$ cat src/rtl/serial_addsub.sv
// Bit-serial adder/subtractor: one full-adder/subtractor cell, LSB-first,
// registered carry/borrow, serial and parallel result outputs.
module serial_addsub #(
    parameter int WIDTH = 8
) (
    input  logic             clk,
    input  logic             rst,
    input  logic             start,
    input  logic             op,
    input  logic [WIDTH-1:0] a,
    input  logic [WIDTH-1:0] b,
    output logic             busy,
    output logic             done,
    output logic [WIDTH-1:0] result,
    output logic             cout,
    output logic             sbit,
    output logic             sbit_valid
);

    localparam int CW = $clog2(WIDTH);

    typedef enum logic {
        IDLE,
        RUN
    } state_t;

    state_t state, state_n;

    logic [WIDTH-1:0] sa, sb;
    logic             opr;
    logic             c;
    logic [CW-1:0]    cnt;

    logic ai, bi, s, cn, last, accept;

    always_comb begin
        ai      = sa[0];
        bi      = sb[0];
        s       = ai ^ bi ^ c;
        cn      = opr ? ((~ai & bi) | (~(ai ^ bi) & c))
                      : ((ai & bi) | (c & (ai ^ bi)));
        last    = (cnt == CW'(WIDTH - 1));
        accept  = (state == IDLE) && start;
        state_n = state;
        unique case (state)
            IDLE: if (start) state_n = RUN;
            RUN:  if (last)  state_n = IDLE;
        endcase
    end

    always_ff @(posedge clk or posedge rst) begin
        if (rst) state <= IDLE;
        else     state <= state_n;
    end

    // Result fills from the MSB end so bit i lands at result[i] after WIDTH shifts.
    always_ff @(posedge clk or posedge rst) begin
        if (rst) begin
            sa         <= '0;
            sb         <= '0;
            opr        <= 1'b0;
            c          <= 1'b0;
            cnt        <= '0;
            result     <= '0;
            cout       <= 1'b0;
            sbit       <= 1'b0;
            sbit_valid <= 1'b0;
            done       <= 1'b0;
        end else begin
            sbit_valid <= 1'b0;
            done       <= 1'b0;
            if (accept) begin
                sa  <= a;
                sb  <= b;
                opr <= op;
                c   <= 1'b0;
                cnt <= '0;
            end else if (state == RUN) begin
                sa         <= sa >> 1;
                sb         <= sb >> 1;
                result     <= {s, result[WIDTH-1:1]};
                sbit       <= s;
                sbit_valid <= 1'b1;
                c          <= cn;
                cnt        <= cnt + 1'b1;
                if (last) begin
                    done <= 1'b1;
                    cout <= cn;
                end
            end
        end
    end

    assign busy = (state == RUN);

endmodule

$ cat config.mk
export PLATFORM = sky130hd
export DESIGN_NAME = serial_addsub
export DESIGN_NICKNAME = d
export VERILOG_FILES = /design/src/rtl/serial_addsub.sv
export SDC_FILE = /design/constraint.sdc
export NUM_CORES = 1
export LEC_CHECK = 0
export BUFFER_PORTS_ARGS = -buffer_cell sky130_fd_sc_hd__buf_2
export CORE_AREA = 2 2 55 57
export CTS_CLUSTER_SIZE = 14
export DETAILED_ROUTE_END_ITERATION = 10
export DIE_AREA = 0 0 57 59
export PLACE_DENSITY = 0.78
export SKIP_LAST_GASP = 1
export SLEW_MARGIN = 30
export SYNTH_ARGS = -nofsm -noshare
export SYNTH_HDL_FRONTEND = slang
export SYNTH_SLANG_ARGS = --single-unit
export TNS_END_PERCENT = 100
$ cat constraint.sdc
create_clock -name clk -period 3.02 [get_ports clk]
set_input_delay 0.151 -clock clk [delete_from_list [all_inputs] [get_ports clk]]
set_output_delay 0.151 -clock clk [all_outputs]
set_load 0.1 [all_outputs]
# Yosys cells after proc, flatten, opt, wreduce, memory -nomap -nowiden
# Index checks and enable logic that the tools add are counted.
[classes]
n_addsub = 1
eq_ne = 1
mux = 17
n_bitwise = 12
reduce_logical = 4
[ops]
columns = ["operator", "count"]
rows = [
  ["$mux W8", 4],
  ["$mux W1", 10],
  ["$mux W3", 2],
  ["$and A1 B1 Y1", 4],
  ["$not A1 Y1", 4],
  ["$add A3 B1 Y3 const B", 1],
  ["$eq A3 B3 Y1 const B", 1],
  ["$reduce_and A3 Y1", 1],
  ["$or A1 B1 Y1", 2],
  ["$pmux W1 S2", 1],
  ["$reduce_and A2 Y1", 1],
  ["$reduce_bool A2 Y1", 1],
  ["$xor A1 B1 Y1", 2],
  ["$logic_and A1 B1 Y1", 1],
]
[word_totals]
reg_bits = 34
input_bits = 20
out_inout_bits = 13
elab_cells = 46

# Longest topological paths before layout
[depth]
word_depth = 7
depth_mapped = 4
depth_no_buf = 4

# Least setup slack after synthesis
# OpenSTA, ideal clock, no wires.
[synth_timing]
path_kind = "register to register"
start = "register state (netlist: busy)"
end = "register result[6]"
setup_ns = 0.126
t_arrival_ns = 1.609
t_required_ns = 2.894
setup_slack_ns = 1.285
path_stages_with_launch = 3
path_buffers = 1
synth_period_minus_slack_ns = 1.735
path_cell_list = "dfrtp_1 -> buf_2 -> mux2_2"
[synth_between]
elab_chain_len = 4
[synth_lines]
columns = ["item", "line_no", "source"]
rows = [
  ["start: declaration", "27", "state_t state, state_n;"],
  ["start signal: assignment", "53", "else state <= state_n;"],
  ["$not A1 Y1", "43", "accept = (state == IDLE) && start;"],
  ["$logic_and A1 B1 Y1", "43", ""],
  ["$not A1 Y1 (no source line)", "-", ""],
  ["$reduce_and A2 Y1 (no source line) *", "-", ""],
  ["end signal: assignment", "81", "result <= {s, result[WIDTH-1:1]};"],
  ["end: declaration", "14", "output logic [WIDTH-1:0] result,"],
]
# Mark *: on every way between the ends. The rest lies on a longest branch, timed or not.
# A chain may end at the register's enable or synchronous reset.

# Worst setup path in the final report
[layout_timing]
start = "register state (netlist: busy)"
end = "output busy"
[layout_lines]
columns = ["item", "line_no", "source"]
rows = [
  ["end: declaration", "12", "output logic busy,"],
]
# No word-level cell between the ends.

==> qor.yml <==
routed-via-count: 932
hold_viol: 0
syn_avg_cell_area_um2: 12.28
cp_top_family: "flip-flops"
cts_tree: "built"
antenna_found_initial: 0
crit_buf_inv: 1
grt_pass1_vias: 992
final_antenna_net_count: 0
grt_pass1_wl_mm: 4.284
fmax_mhz: 626.2
fill_cells: 243
cts-root-buf: "clkbuf_4"
dp_hpwl_mm: 1.679
seq_area_um2: 825.8
rows: 19
crit_slowest_cell: "dfrtp_1"
synth_fp_nets: 142
crit_path_cell_trace: "buf_2"
numClockSinks: 33
final_max_slew_viol_count: 0
clk_path_buf_depth: 2
timing.final.crit_share: 0.5288
min_to: "opr$_DFFE_PP0P_"
die_x_um: 57
multi_input_area_um2: 545.5
holdPathStages: 2
cp.arrival_ns: 1.45
min_period_ns: 1.597
drive_above_1_share: 0.3289
first_iter_violations: 6
die-area_mm2: 0.003363
ys_types: 20
fin_tns_setup_ns: 0
reg2reg_depth: 3
r2r_start: "busy$_DFF_PP0_"
reg2reg_slack_ns: 1.49
worstHoldPathType: "input port to flop"
synth.yosys.seq_area_share: 0.5699
required_ns: 2.87
core_area_mm2: 0.002710
grt_usage: 0.1719
min_from: "op"
tightest_slew_ns: 0.5233
cts_buffers: 5
place.port_buffers: 32
status: "complete, no violations"
grt_max_degree: 40
clk_pin_slew_worst_paths_ns: 0.10
area_growth_pct: 14.16
r2r-end: "cnt[0]$_DFFE_PP0P_"
drv_cap: 0
syn_area_mm2: 0.001449
crit_type: "flop to primary output"
post_cts_buffers: 0
drc: 0
clk_latency_ns: 0.33
layout_commonest_cell: "dfrtp_1"
cp.depth: 1
gp_congestion: 0.6509
critPathMaxFanout: 12
overflow: 0
cp-end-kind: "primary output"
ys_warn_count: 0
antenna_cells: 0
max_stage_delay_ns: 0.60
io_pins: 33
rsz0062_at_grt: "no"
relSlewSlack: 0.6512
whs_ns: 0.05403
wl_mm: 2.396
wire_per_inst_um: 13.09
syn_inst: 118
via_per_inst: 5.093
first_pass_iters: 3
fin_skew_ns: 0.01090
crit_path_start_kind: "flop"
final_cell_mix: "33 x dfrtp_1, 32 x buf_2, 18 x mux2i_1"
layout.nets: 175
ys_ff_latch: 33
dieHeight_um: 59
cts_max_level: 2
start_util: 0.5346
finalSetupViolCount: 0
## cell usage after synthesis, drive strengths merged
master,number,area share
nand2b,2,0.0086
a22o,1,0.0060
clkbuf,1,0.0026
mux2i,18,0.12
o21ai,15,0.052
nor2,5,0.013
nand2,15,0.039
ha,2,0.017
dfrtp,33,0.57
fa,2,0.028
a21oi,3,0.010
and2,1,0.0043
nor2b,1,0.0043
mux2,9,0.070
inv,2,0.0052
buf,8,0.046
## cell type report
| cell class | instances | area share |
|---|---|---|
| Sequential cell | 33 | 0.4992 |
| Clock buffer | 6 | 0.02496 |
| Clock inverter | 2 | 0.006051 |
| Multi-Input combinational cell | 74 | 0.3298 |
| Inverter | 2 | 0.004539 |
| Timing Repair Buffer | 35 | 0.1120 |
| Tap cell | 31 | 0.02345 |
## kinds of logic after synthesis
| kind of cell | share of synthesized area |
|---|---|
| adder cells (fa/ha/maj) | 0.04490 |
| flip-flops | 0.5699 |
| buffers and inverters | 0.05354 |
| AND/OR/NAND/NOR | 0.06909 |
| AO/OA/AOI/OAI | 0.06822 |
| multiplexers | 0.1943 |
## how the worst max path moves through the flow
stage | slack (ns) | startpoint | to
5_1_grt | 1.34 | busy$_DFF_PP0_ | busy
2_1_floorplan | 1.29 | busy$_DFF_PP0_ | result[6]$_DFFE_PP0P_
6_report | 1.42 | busy$_DFF_PP0_ | busy
3_3_place_gp | 1.57 | busy$_DFF_PP0_ | cnt[0]$_DFFE_PP0P_
4_1_cts | 1.40 | busy$_DFF_PP0_ | busy
3_5_place_dp | 1.51 | busy$_DFF_PP0_ | cnt[0]$_DFFE_PP0P_
## per-stage QoR
stage / setup slack [ns] / area [µm²] / std cells / utilization
final: 1.423 / 1654 / 183 / 0.6103
after global routing: 1.344 / 1654 / 183 / 0.6103
after CTS: 1.402 / 1654 / 183 / 0.6103
after detailed placement: 1.512 / 1593 / 174 / 0.5877
after global placement: 1.574 / 1593 / 174 / 0.5877
after floorplan: 1.285 / 1449 / 118 / -
## flip-flops by register name, summed over array words and instances (netlist names)
| register | flops |
|---|---|
| opr | 1 |
| cnt | 3 |
| busy | 1 |
| sb | 8 |
| cout | 1 |
| c | 1 |
| result | 8 |
| done | 1 |
| sa | 8 |
| sbit_valid | 1 |
## per-layer routing
layer | wire length, µm | global-route usage | vias to the layer above
li1 | - | - | 467
met1 | 1062 | 0.2012 | 439
met2 | 1162 | 0.2791 | 22
met3 | 121 | 0.06987 | 4
met4 | 50 | 0.07973 | 0
met5 | 0 | 0 | -
## what timing repair did
item                      in CTS  in global routing
resized for setup              0                  0
hold buffers                   1                  0
hold endpoints to repair      33                  0
Power is not shown: default switching activity piles up to over one toggle a cycle in this logic, so the estimate is an artifact.
